--- config.mk ---
export PLATFORM = sky130hd
export DESIGN_NAME = jtdd_obj_romslot_flat
export DESIGN_NICKNAME = d
export VERILOG_FILES = /design/src/rtl/jtdd_obj_romslot_if.sv /design/src/rtl/jtdd_obj_romslot.sv /design/src/flat_wrapper.sv
export SDC_FILE = /design/constraint.sdc
export NUM_CORES = 1
export LEC_CHECK = 0
export BUFFER_PORTS_ARGS = -buffer_cell sky130_fd_sc_hd__clkbuf_2
export CAP_MARGIN = 5
export CORE_ASPECT_RATIO = 2
export CORE_MARGIN = 3
export CORE_UTILIZATION = 54
export CTS_BUF_LIST = sky130_fd_sc_hd__clkbuf_8
export DETAILED_ROUTE_END_ITERATION = 6
export PLACE_DENSITY_LB_ADDON = 0.05
export SLEW_MARGIN = 20
export SYNTH_ARGS = -nofsm -noshare
export SYNTH_HDL_FRONTEND = slang
export SYNTH_SLANG_ARGS = --single-unit
--- constraint.sdc ---
create_clock -name clk -period 3.72 [get_ports clk]
set_input_delay 0.558 -clock clk [delete_from_list [all_inputs] [get_ports clk]]
set_output_delay 0.558 -clock clk [all_outputs]
set_load 0.1 [all_outputs]
--- src/rtl/jtdd_obj_romslot_if.sv ---
// Client fetch port and SDRAM arbiter port of one object-layer ROM slot.
interface jtdd_obj_romslot_if #(
    parameter int AW  = 19,
    parameter int SDW = 22
);
    logic           cs;
    logic [AW-1:0]  addr;
    logic [15:0]    dout;
    logic           ok;
    logic           sdram_req;
    logic [SDW-1:0] sdram_addr;
    logic           sdram_ack;
    logic           sdram_rdy;
    logic [15:0]    sdram_din;

    modport slave (
        input  cs, addr, sdram_ack, sdram_rdy, sdram_din,
        output dout, ok, sdram_req, sdram_addr
    );

    modport master (
        output cs, addr, sdram_ack, sdram_rdy, sdram_din,
        input  dout, ok, sdram_req, sdram_addr
    );
endinterface

--- src/rtl/jtdd_obj_romslot.sv ---
// Object-layer graphics ROM slot: two-entry tagged cache in front of the SDRAM
// arbiter, with optional next-word prefetch while idle.
module jtdd_obj_romslot #(
    parameter int             AW       = 19,
    parameter int             SDW      = 22,
    parameter logic [SDW-1:0] OFFSET   = {SDW{1'b0}},
    parameter bit             PREFETCH = 1'b1
) (
    input logic               clk,
    input logic               rst,
    jtdd_obj_romslot_if.slave bus
);
    typedef enum logic [1:0] {
        ST_IDLE = 2'd0,
        ST_REQ  = 2'd1,
        ST_WAIT = 2'd2
    } state_t;

    state_t         state_r;
    state_t         state_s;
    logic [1:0]     valid_r;
    logic [AW-1:0]  tag_r [2];
    logic [15:0]    data_r [2];
    logic           lru_r;
    logic [AW-1:0]  pend_r;
    logic           req_r;
    logic [SDW-1:0] sdaddr_r;
    logic [15:0]    dout_r;

    logic [1:0]     hit_s;
    logic [1:0]     nxhit_s;
    logic           any_hit_s;
    logic           hit_idx_s;
    logic           nx_miss_s;
    logic [AW-1:0]  addr_nx_s;
    logic [15:0]    dout_s;
    logic           launch_s;
    logic [AW-1:0]  launch_addr_s;
    logic           ack_take_s;
    logic           fill_s;
    logic           victim_s;

    function automatic logic [SDW-1:0] sd_addr(input logic [AW-1:0] a);
        return SDW'(a) + OFFSET;
    endfunction

    // Tag compare for the client address and its wrapping successor
    always_comb begin
        addr_nx_s = bus.addr + {{(AW-1){1'b0}}, 1'b1};
        for (int i = 0; i < 2; i++) begin
            hit_s[i]   = valid_r[i] && (tag_r[i] == bus.addr);
            nxhit_s[i] = valid_r[i] && (tag_r[i] == addr_nx_s);
        end
        any_hit_s = |hit_s;
        hit_idx_s = hit_s[1];
        nx_miss_s = ~|nxhit_s;
        dout_s    = any_hit_s ? data_r[hit_idx_s] : dout_r;
    end

    assign bus.ok         = bus.cs & any_hit_s;
    assign bus.dout       = dout_s;
    assign bus.sdram_req  = req_r;
    assign bus.sdram_addr = sdaddr_r;

    // Next-state and request launch; demand misses outrank prefetch
    always_comb begin
        state_s       = state_r;
        launch_s      = 1'b0;
        launch_addr_s = pend_r;
        ack_take_s    = 1'b0;
        fill_s        = 1'b0;
        // the fill never lands on the entry the client is reading right now
        victim_s      = (bus.cs && any_hit_s) ? ~hit_idx_s : lru_r;
        case (state_r)
            ST_IDLE: begin
                if (bus.cs && !any_hit_s) begin
                    launch_s      = 1'b1;
                    launch_addr_s = bus.addr;
                    state_s       = ST_REQ;
                end else if (PREFETCH && bus.cs && any_hit_s && nx_miss_s) begin
                    launch_s      = 1'b1;
                    launch_addr_s = addr_nx_s;
                    state_s       = ST_REQ;
                end else begin
                    state_s = ST_IDLE;
                end
            end
            ST_REQ: begin
                if (bus.sdram_ack) begin
                    ack_take_s = 1'b1;
                    state_s    = ST_WAIT;
                end else begin
                    state_s = ST_REQ;
                end
            end
            ST_WAIT: begin
                if (bus.sdram_rdy) begin
                    fill_s  = 1'b1;
                    state_s = ST_IDLE;
                end else begin
                    state_s = ST_WAIT;
                end
            end
            default: begin
                state_s = ST_IDLE;
            end
        endcase
    end

    // Control state, request port, valid bits and replacement pointer
    always_ff @(posedge clk) begin
        if (rst) begin
            state_r  <= ST_IDLE;
            req_r    <= 1'b0;
            sdaddr_r <= {SDW{1'b0}};
            pend_r   <= {AW{1'b0}};
            valid_r  <= 2'b00;
            lru_r    <= 1'b0;
            dout_r   <= 16'h0000;
        end else begin
            state_r <= state_s;
            dout_r  <= dout_s;
            if (launch_s) begin
                pend_r   <= launch_addr_s;
                sdaddr_r <= sd_addr(launch_addr_s);
                req_r    <= 1'b1;
            end else if (ack_take_s) begin
                req_r <= 1'b0;
            end
            if (fill_s) begin
                valid_r[victim_s] <= 1'b1;
                lru_r             <= ~victim_s;
            end else if (bus.cs && any_hit_s) begin
                lru_r <= ~hit_idx_s;
            end
        end
    end

    // Cache payload; meaningless until the matching valid bit is set
    always_ff @(posedge clk) begin
        if (fill_s) begin
            tag_r[victim_s]  <= pend_r;
            data_r[victim_s] <= bus.sdram_din;
        end
    end
endmodule
--- src/flat_wrapper.sv ---
// flat-port wrapper written by rule: the top's interface ports become plain ports
module jtdd_obj_romslot_flat 
#(
    parameter int             AW       = 19,
    parameter int             SDW      = 22,
    parameter logic [SDW-1:0] OFFSET   = {SDW{1'b0}},
    parameter bit             PREFETCH = 1'b1
)
  (clk, rst, bus_cs, bus_addr, bus_sdram_ack, bus_sdram_rdy, bus_sdram_din, bus_dout, bus_ok, bus_sdram_req, bus_sdram_addr);
  jtdd_obj_romslot_if #(.AW(AW), .SDW(SDW)) bus_i ();
  input logic clk;
  input logic rst;
  input wire logic [$bits(bus_i.cs)-1:0] bus_cs;
  input wire logic [$bits(bus_i.addr)-1:0] bus_addr;
  input wire logic [$bits(bus_i.sdram_ack)-1:0] bus_sdram_ack;
  input wire logic [$bits(bus_i.sdram_rdy)-1:0] bus_sdram_rdy;
  input wire logic [$bits(bus_i.sdram_din)-1:0] bus_sdram_din;
  output wire logic [$bits(bus_i.dout)-1:0] bus_dout;
  output wire logic [$bits(bus_i.ok)-1:0] bus_ok;
  output wire logic [$bits(bus_i.sdram_req)-1:0] bus_sdram_req;
  output wire logic [$bits(bus_i.sdram_addr)-1:0] bus_sdram_addr;
  assign bus_i.cs = bus_cs;
  assign bus_i.addr = bus_addr;
  assign bus_i.sdram_ack = bus_sdram_ack;
  assign bus_i.sdram_rdy = bus_sdram_rdy;
  assign bus_i.sdram_din = bus_sdram_din;
  assign bus_dout = bus_i.dout;
  assign bus_ok = bus_i.ok;
  assign bus_sdram_req = bus_i.sdram_req;
  assign bus_sdram_addr = bus_i.sdram_addr;
  jtdd_obj_romslot #(.AW(AW), .SDW(SDW), .OFFSET(OFFSET), .PREFETCH(PREFETCH)) u_core (.clk(clk), .rst(rst), .bus(bus_i));
endmodule
==> metrics.csv, run 1 <==
stage,metric,value,unit
status,status,completed,
clocking,clk_path_buf_depth,2,
die,die_w,79.5,um
synthesis,seq_area_frac_synth,50.1,%
drt,drc,0,
setup_path,cp-start-kind,flip-flop,
sta,maxSlewHeadroom,32.6,%
die,start_util,55.3,%
sta,tns,0,ns
sta,period_needed,3.57,ns
placement,gp_congestion,0.978,
clocking,cts_root_buffer,clkbuf_8,
drt,drt_iter0_drc,297,
synthesis,synth_flop_cell,edfxtp_1,
drt,via_per_inst,5.89,
die,rows,53,
setup_path,cp_slowest_cell,edfxtp_1,
clocking,clock_sinks,111,
clocking,cts_tree,yes,
setup_path,crit_type,reg2out,
layout,seq_area,0.00292,mm2
drt,postRouteAntennaNets,0,
global_routing,overflow,0,
synthesis,syn-cell-area,0.00583,mm2
sta,tightest_slew,1.01,ns
clocking,cts_buffers,9,
placement,pre_cts_slack,0.170,ns
min_path,holdPathStages,1,
layout,layout.nets,683,
clocking,clock_latency,0.38,ns
pwr,peakVddDrop,0.349,mV
setup_path,crit_path_cell_trace,"xnor2_2, or4b_1, nor4_1, nand4_1, nand2_2, buf_12, nor2_1, a31oi_4, buf_12",
setup_path,arrival,3.01,ns
setup_path,critical-path-max-stage-delay,0.50,ns
layout,n_fill_cell,814,
setup_path,path_buf_inv,2,
die,die_area,0.0122,mm2
sta,rsz0062_at_grt,false,
drt,via_count,4603,
die,fp.coreArea,0.0105,mm2
setup_path,rr_worst_depth,11,
setup_path,worst-path-stages,9,
layout,layout-drive-gt1-share,26.7,%
pwr,leakagePower,0.00254,uW
clocking,htreeDepth,3,
die,pin_count,80,
setup_path,worst_ep_required_time,3.16,ns
global_routing,grt_max_degree,43,
global_routing,groute.usage.overall,26.6,%
placement,portBuffers,76,
setup_path,path_delay_family,simple AND/OR/NAND/NOR gates,
clocking,clk_pin_slew,0.12,ns
sta,report.final.hold_viol_count,0,
min_path,hp-class,in2reg,
sta,setup_viol,0,
sta,clock_skew,0.0184,ns
synthesis,synth_edf_count,70,
synthesis,ys_async_sr_fraction,0,%
synthesis,syn_avg_cell_area,10.5,um2
drt,routed_wl,15400,um
sta,fmax,0.280,GHz
placement,post-dp-hpwl,12000,um
clocking,hold_buffers,0,
layout,n_antenna_cell,0,
setup_path,path_max_fanout,28,
layout,multi_input_area,0.00293,mm2
run,cap_violations,0,
setup_path,crit_path_end_kind,output port,
sta,period_share,95.8,%
drt,routedWlPerCell,19.7,um
pwr,pwr_density_cell,347,mW/mm2
sta,slew_violations,0,
drt,dr.pass1.iters,5,
setup_path,cp_common_cell,buf_12,
global_routing,antenna_found_initial,0,
synthesis,synth_cell_types,57,
sta,worst_slack,0.154,ns
layout,syn2layout_area_growth,23.4,%
synthesis,yosysWarnings,0,
global_routing,grt_pass1_vias,4764,
synthesis,ys_ff_latch,111,
placement,dp.cells,759,
die,die_h,153,um
synthesis,synthesis.instances,558,
global_routing,grt_pass1_wl,24600,um
layout,stdcell_count,782,
-- layer usage --
layer,up-vias,global-route usage (%),share of wire (%)
met5,-,0,0
met4,0,14.8,5.7
met3,47,3.77,3.8
met2,153,50.7,58
met1,2228,26.1,33
li1,2175,-,-
-- repair_timing --
item | CTS | global route
setup endpoints to repair | 0 | 16
resized for setup | 0 | 1
buffers inserted | 0 | 7
-- cells in the mapped netlist, drive strengths merged, types with 5 or more instances --
master / instances / share of area (%)
edfxtp: 70 / 36
nand2: 56 / 3.6
xnor2: 45 / 6.8
a21oi: 41 / 3.5
dfxtp: 41 / 14
xor2: 34 / 5.2
buf: 30 / 3.3
nor2: 28 / 1.8
nand3: 26 / 2.2
nor3b: 20 / 3.6
a31oi: 19 / 2.3
nor2b: 19 / 2.0
nand4: 18 / 2.0
nor3: 14 / 1.2
clkbuf: 12 / 0.79
nor4: 9 / 1.1
inv: 7 / 0.45
and3: 6 / 0.64
or4: 6 / 0.79
a211oi: 5 / 0.64
o21ai: 5 / 0.43
-- path summary, 6_finish.rpt --
kind | end | startpoint | slack (ns)
max | bus_dout[5] | u_core.tag_r[1][13] | 0.15
max reg2reg | u_core.bus.sdram_addr[0] | u_core.tag_r[0][9] | 0.53
min | u_core.data_r[1][4] | bus_sdram_din[4] | 0.36
min reg2reg | u_core.bus.sdram_req | u_core.bus.sdram_req | 0.49
-- power by group --
group	total, uW	switching (uW)	internal, uW	leakage, uW
Sequential	1360	25.6	1340	0.000974
Combinational	437	321	115	0.00146
Clock	698	437	261	0.000101
Total	2500	784	1720	0.00254
-- per-stage QoR --
| stage | util (%) | total power [uW] | instance area (um2) | hold WS [ns] |
|---|---|---|---|---|
| final | 68.3 | 2500 | 7200 | 0.364 |
| after global routing | 68.3 | 2580 | 7200 | 0.346 |
| after CTS | 67.7 | 2520 | 7140 | 0.350 |
| after detailed placement | 65.9 | 1830 | 6950 | 0.467 |
| after global placement | 65.9 | 1820 | 6950 | 0.458 |
| after floorplan | - | 1730 | 6110 | 0.472 |
-- cell type report --
class | instances | area share [%]
flip-flops and latches | 111 | 40.6
inverters | 7 | 0.365
repair buffers | 111 | 13.3
multi-input cells | 400 | 40.7
clock buffers | 9 | 1.72
clock inverters | 7 | 0.921
well taps | 137 | 2.38
-- state kept, by name, indices dropped and copies added (netlist names) --
name and flops:
u_core.tag_r 38, u_core.data_r 32, u_core.bus.sdram_addr 19, u_core.dout_r 16
u_core.state_r 2, u_core.valid_r 2, u_core.bus.sdram_req 1, u_core.lru_r 1
-- kinds of logic (layout without fill, tap and decap cells) --
logic type,Yosys count,in the layout,synth area share [%]
adder cells (fa/ha/maj),4,4,0.815
AND/OR/NAND/NOR,220,220,21.5
multiplexers,7,7,1.27
XOR/XNOR,79,79,12.0
AO/OA/AOI/OAI,87,87,9.67
flip-flops,111,111,50.1
buffers and inverters,49,134,4.57
other,1,3,0.0643
-- placed cells by master (no fill, tap or decap), types with 26 or more instances in the layout --
master / n
nand2_1: 55
dfxtp_1: 41
nand3_1: 26
nor2_1: 28
clkbuf_2: 59
xor2_1: 33
edfxtp_1: 70
buf_4: 30
xnor2_1: 44
a21oi_1: 40
(Power assumes the default switching activity.)
==> inputs of run 2 (changes only) <==
--- a/config.mk
+++ b/config.mk
@@ -5,6 +5,7 @@
 export SDC_FILE = /design/constraint.sdc
 export NUM_CORES = 1
 export LEC_CHECK = 0
+export ABC_CLOCK_PERIOD_IN_PS = 3720
 export BUFFER_PORTS_ARGS = -buffer_cell sky130_fd_sc_hd__clkbuf_2
 export CAP_MARGIN = 5
 export CORE_ASPECT_RATIO = 2
@@ -12,7 +13,8 @@
 export CORE_UTILIZATION = 54
 export CTS_BUF_LIST = sky130_fd_sc_hd__clkbuf_8
 export DETAILED_ROUTE_END_ITERATION = 6
-export PLACE_DENSITY_LB_ADDON = 0.05
+export PLACE_DENSITY = 0.78
+export RECOVER_POWER = 25
 export SLEW_MARGIN = 20
 export SYNTH_ARGS = -nofsm -noshare
 export SYNTH_HDL_FRONTEND = slang
==> metrics.csv, run 2 (same netlist as run 1, synthesis figures left out) <==
stage,metric,value,unit
setup_path,cp-start-kind,flip-flop,
sta,setup_viol,0,
clocking,cts_buffers,9,
sta,holdWs,0.368,ns
min_path,hold_end,u_core.data_r[0][0],
layout,layout_common_cells,"edfxtp_1, nand2_1, clkbuf_2",
setup_path,crit_path_cell_trace,"xor2_1, or4b_2, nor4_2, nand2_1, inv_1, buf_12, nand2_1, a31oi_4, buf_12",
sta,report.final.hold_viol_count,0,
sta,period_needed,3.58,ns
die,start_util,55.3,%
pwr,switchingPower,782,uW
global_routing,groute.usage.overall,27.9,%
global_routing,overflow,0,
min_path,hp-start,bus_sdram_din[0],
die,die_area,0.0122,mm2
clocking,clk_path_buf_depth,2,
layout,mostFrequentLayoutCell,edfxtp_1,
global_routing,grt_pass1_wl,25800,um
clocking,cts_root_buffer,clkbuf_8,
drt,postRouteAntennaNets,0,
sta,tightest_slew,0.949,ns
pwr,leakagePower,0.00252,uW
layout,n_antenna_cell,0,
layout,top_register,u_core.tag_r,
layout,layout.nets,682,
sta,fmax,0.279,GHz
sta,slew_violations,0,
pwr,p_sw_share,29.5,%
clocking,cts_resized,0,
clocking,cts_tree,yes,
die,die_h,153,um
layout,stdcell_count,781,
pwr,peakVddDrop,0.325,mV
pwr,report.power.total,2650,uW
placement,gp_congestion,0.999,
layout,n_fill_cell,801,
clocking,clk_pin_slew,0.11,ns
status,status,completed,
drt,dr.pass1.iters,4,
setup_path,crit_path_end_kind,output port,
global_routing,grt_max_degree,43,
setup_path,reg2reg_from,u_core.tag_r[1][9],
setup_path,cp_slowest_cell,or4b_2,
global_routing,grt_pass1_vias,4921,
pwr,p_int,1870,uW
sta,clock_skew,0.0170,ns
pwr,p_comb_share,16.7,%
placement,pre_cts_slack,0.204,ns
drt,drt_iter0_drc,282,
pwr,seqPwrFrac,51.6,%
setup_path,crit_type,reg2out,
die,rows,53,
clocking,clock_sinks,111,
setup_path,critical-path-max-stage-delay,0.70,ns
sta,worst_slack,0.137,ns
setup_path,worst_ep_required_time,3.16,ns
clocking,htreeDepth,3,
run,cap_violations,0,
clocking,clock_latency,0.38,ns
placement,post-dp-hpwl,12400,um
sta,maxSlewHeadroom,36.8,%
setup_path,path_max_fanout,16,
layout,fin_util,68.6,%
setup_path,r2r_slack,0.54,ns
placement,dp.cells,764,
setup_path,arrival,3.03,ns
placement,portBuffers,76,
die,pin_count,80,
pwr,pwr-share-clk,31.7,%
layout,largest_reg_flops,38,
sta,period_share,96.3,%
layout,syn2layout_area_growth,24.0,%
pwr,pwr_density_cell,366,mW/mm2
drt,routedWlPerCell,20.8,um
min_path,hp-class,in2reg,
min_path,holdPathStages,1,
die,fp.coreArea,0.0105,mm2
drt,drc,0,
drt,via_per_inst,5.96,
layout,layout-drive-gt1-share,25.2,%
drt,routed_wl,16300,um
setup_path,timing.rr.end,u_core.bus.sdram_addr[7],
setup_path,rr_worst_depth,11,
global_routing,antenna_found_initial,0,
die,die_w,79.5,um
drt,via_count,4653,
run 2: cell count changes in the layout (fill, tap and decap cells not counted), moves of 2 or more:
| cell | before | now |
|---|---|---|
| clkbuf_2 | 59 | 50 |
| inv_6 | 3 | 1 |
| clkbuf_1 | 0 | 9 |
| buf_4 | 30 | 28 |
| bufinv_16 | 0 | 2 |
run 2: how the worst max path moves through the flow:
stage | startpoint | to | slack, ns | cells after the start
after global routing | u_core.tag_r[1][13] | bus_dout[10] | -0.009 | 10
after global placement | bus_addr[0] | u_core.bus.sdram_addr[7] | 0.27 | 11
after detailed placement | bus_addr[0] | u_core.bus.sdram_addr[0] | 0.20 | 12
after CTS | u_core.tag_r[1][9] | bus_dout[10] | 0.03 | 9
final | u_core.tag_r[1][3] | bus_dout[10] | 0.14 | 9
after floorplan | bus_addr[7] | bus_dout[11] | 0.04 | 9
run 2: cell type report:
| cell class | instances | area, um2 | share of cell area (%) |
|---|---|---|---|
| inverters | 7 | 26.3 | 0.363 |
| multi-input cells | 400 | 2920 | 40.4 |
| repair buffers | 110 | 955 | 13.2 |
| clock inverters | 6 | 98.8 | 1.37 |
| clock buffers | 10 | 138 | 1.90 |
| well taps | 137 | 171 | 2.37 |
| flip-flops and latches | 111 | 2920 | 40.4 |
run 2: worst max-delay path, delay by kind of cell (launching register included):
| family | cells | cell delay, ns |
|---|---|---|
| compound gates | 1 | 0.25 |
| xor+xnor | 1 | 0.25 |
| buf+inv | 3 | 0.47 |
| flops | 1 | 0.50 |
| simple gates | 4 | 1.17 |
run 2: power by group through the flow:
| stage | sequential [uW] | combinational, uW | clock [uW] |
|---|---|---|---|
| 6_report | 1370 | 442 | 841 |
| 5_1_grt | 1370 | 467 | 895 |
| 4_1_cts | 1370 | 442 | 862 |
| 3_5_place_dp | 1390 | 440 | 0 |
| 3_3_place_gp | 1390 | 436 | 0 |
| 2_1_floorplan | 1530 | 197 | 0 |
run 2: what timing repair did:
action                     in CTS  in global routing
buffers inserted                0                  1
hold buffers                    0                  0
setup endpoints to repair       0                 16
run 2: through the flow:
step	TNS, ns	instance area (um2)
3_5_place_dp	0	7000
3_3_place_gp	0	7000
4_1_cts	0	7240
6_report	0	7230
2_1_floorplan	0	6110
5_1_grt	-0.0278	7230
run 2: layer usage:
layer,vias to the layer above,GRT usage (%),wire (um)
met3,62,3.48,709
met2,159,50.4,9010
met5,-,0,0
li1,2166,-,-
met4,0,20.4,1130
met1,2266,28.3,5430
==> inputs of run 3 (changes only) <==
--- a/config.mk
+++ b/config.mk
@@ -9,10 +9,11 @@
 export BUFFER_PORTS_ARGS = -buffer_cell sky130_fd_sc_hd__clkbuf_2
 export CAP_MARGIN = 5
 export CORE_ASPECT_RATIO = 2
-export CORE_MARGIN = 3
+export CORE_MARGIN = 2
 export CORE_UTILIZATION = 54
 export CTS_BUF_LIST = sky130_fd_sc_hd__clkbuf_8
 export DETAILED_ROUTE_END_ITERATION = 6
+export GPL_TIMING_DRIVEN = 0
 export PLACE_DENSITY = 0.78
 export RECOVER_POWER = 25
 export SLEW_MARGIN = 20
==> constraint.sdc (replaced) <==
create_clock -name clk -period 3.72 [get_ports clk]
set_input_delay 0.186 -clock clk [delete_from_list [all_inputs] [get_ports clk]]
set_output_delay 0.186 -clock clk [all_outputs]
set_load 0.1 [all_outputs]
==> metrics.csv, run 3 (same netlist as run 1, synthesis figures left out) <==
stage,metric,value,unit
status,status,completed,
global_routing,overflow,0,
die,die_h,151,um
setup_path,worst-path-stages,9,
clocking,clk_path_buf_depth,2,
sta,worst_slack,0.166,ns
setup_path,crit_path_cell_trace,"xor2_1, or4_1, nor3_1, nand4_1, nand2_1, buf_2, nor2_1, a31oi_2, buf_2",
sta,period_needed,3.55,ns
sta,fmax,0.281,GHz
drt,dr.pass1.iters,5,
drt,via_per_inst,5.85,
min_path,holdPathStages,1,
sta,slew_violations,0,
global_routing,antenna_found_initial,0,
drt,postRouteAntennaNets,0,
global_routing,grt_pass1_wl,24300,um
setup_path,cp-start-kind,flip-flop,
global_routing,grt_max_degree,36,
min_path,hp-class,in2reg,
setup_path,path_buf_inv,2,
layout,layout_common_cells,"edfxtp_1, nand2_1, clkbuf_2",
clocking,cts_root_buffer,clkbuf_8,
pwr,peakVddDrop,0.376,mV
setup_path,path_delay_family,simple AND/OR/NAND/NOR gates,
pwr,leakagePower,0.00245,uW
pwr,pwr_density_cell,363,mW/mm2
placement,portBuffers,63,
drt,drc,0,
sta,rsz0062_at_grt,false,
setup_path,cp_common_cell,buf_2,
global_routing,grt_pass1_vias,4821,
die,start_util,55.3,%
sta,tightest_slew,0.851,ns
placement,post-dp-hpwl,12300,um
layout,fin_util,64.9,%
placement,gp_congestion,0.975,
sta,maxSlewHeadroom,43.2,%
die,die_w,77.5,um
clocking,htreeDepth,3,
layout,top_register,u_core.tag_r,
die,pin_count,80,
pwr,p_int,1720,uW
layout,largest_reg_flops,38,
run,cap_violations,0,
layout,mostFrequentLayoutCell,edfxtp_1,
setup_path,crit_path_end_kind,output port,
setup_path,rr_worst_depth,10,
setup_path,arrival,3.37,ns
setup_path,worst_ep_required_time,3.53,ns
sta,report.final.hold_viol_count,0,
drt,drt_iter0_drc,204,
pwr,seqPwrFrac,54.9,%
placement,pre_cts_slack,0.00363,ns
layout,syn2layout_area_growth,17.3,%
clocking,clock_sinks,111,
pwr,switchingPower,768,uW
die,rows,53,
sta,tns,0,ns
clocking,cts_tree,yes,
clocking,clk_pin_slew,0.11,ns
layout,layout-drive-gt1-share,23.7,%
clocking,clock_latency,0.38,ns
pwr,p_comb_share,18.1,%
setup_path,crit_type,reg2out,
sta,setup_viol,0,
die,fp.coreArea,0.0105,mm2
setup_path,cp_slowest_cell,or4_1,
drt,routedWlPerCell,20.2,um
setup_path,critical-path-max-stage-delay,0.53,ns
clocking,cts_buffers,9,
pwr,pwr-share-clk,27.0,%
die,die_area,0.0117,mm2
layout,n_antenna_cell,0,
pwr,p_sw_share,30.9,%
layout,layout.nets,691,
setup_path,path_max_fanout,10,
global_routing,groute.usage.overall,27.7,%
sta,clock_skew,0.0144,ns
drt,routed_wl,15900,um
sta,period_share,95.5,%
drt,via_count,4625,
-- run 3: metal layers --
layer	track usage (%)	vias up	routed length, um
met5	0	-	0
met4	16.2	0	886
met3	3.46	53	598
met2	55.3	151	9050
met1	26.3	2231	5410
li1	-	2190	-
-- run 3: repair_timing --
| item | CTS | global route |
|---|---|---|
| hold endpoints to repair | 18 | 3 |
| hold buffers | 10 | 2 |
| pin swaps | 1 | 0 |
| setup endpoints to repair | 16 | 32 |
| resized for setup | 17 | 15 |
| buffers inserted | 1 | 0 |
-- run 3: cell type report --
class / instances / area (um2)
fill: 857 / 3700
sequential: 111 / 2920
multi-input combinational: 400 / 2790
timing repair buffer: 77 / 510
buffer: 42 / 243
tap: 137 / 171
clock buffer: 9 / 124
clock inverter: 7 / 55.1
inverter: 7 / 26.3
-- run 3: power by group through the flow --
stage	sequential, uW	clock, uW	combinational (uW)
final	1360	670	451
after global routing	1370	714	477
after CTS	1360	672	448
after detailed placement	1390	0	438
after global placement	1390	0	433
after floorplan	1530	0	196
-- run 3: path summary, 6_finish.rpt --
path,slack (ns),from,end
worst max-delay path,0.17,u_core.tag_r[0][9],bus_dout[4]
worst min-delay path,0.0006,bus_sdram_din[12],u_core.data_r[1][12]
worst max register to register,0.33,u_core.tag_r[1][13],u_core.bus.sdram_addr[10]
worst min register to register,0.47,u_core.bus.sdram_req,u_core.bus.sdram_req
-- run 3: worst register-to-register path: cells and delay by family, from the launching register on --
family | cells | cell delay, ns
AO/OA/AOI/OAI | 2 | 0.36
XOR/XNOR | 1 | 0.36
buffers and inverters | 2 | 0.59
flip-flops | 1 | 0.49
AND/OR/NAND/NOR | 5 | 1.47
-- run 3: metrics by stage --
| stage | cells | power (uW) | cell area [um2] | hold WS (ns) |
|---|---|---|---|---|
| 3_5_place_dp | 761 | 1830 | 6470 | 0.379 |
| 2_1_floorplan | 560 | 1730 | 5960 | 0.285 |
| 4_1_cts | 788 | 2480 | 6800 | 0.000880 |
| 3_3_place_gp | 760 | 1820 | 6440 | 0.376 |
| 5_1_grt | 790 | 2560 | 6840 | 0.00532 |
| 6_report | 790 | 2490 | 6840 | 0.000638 |
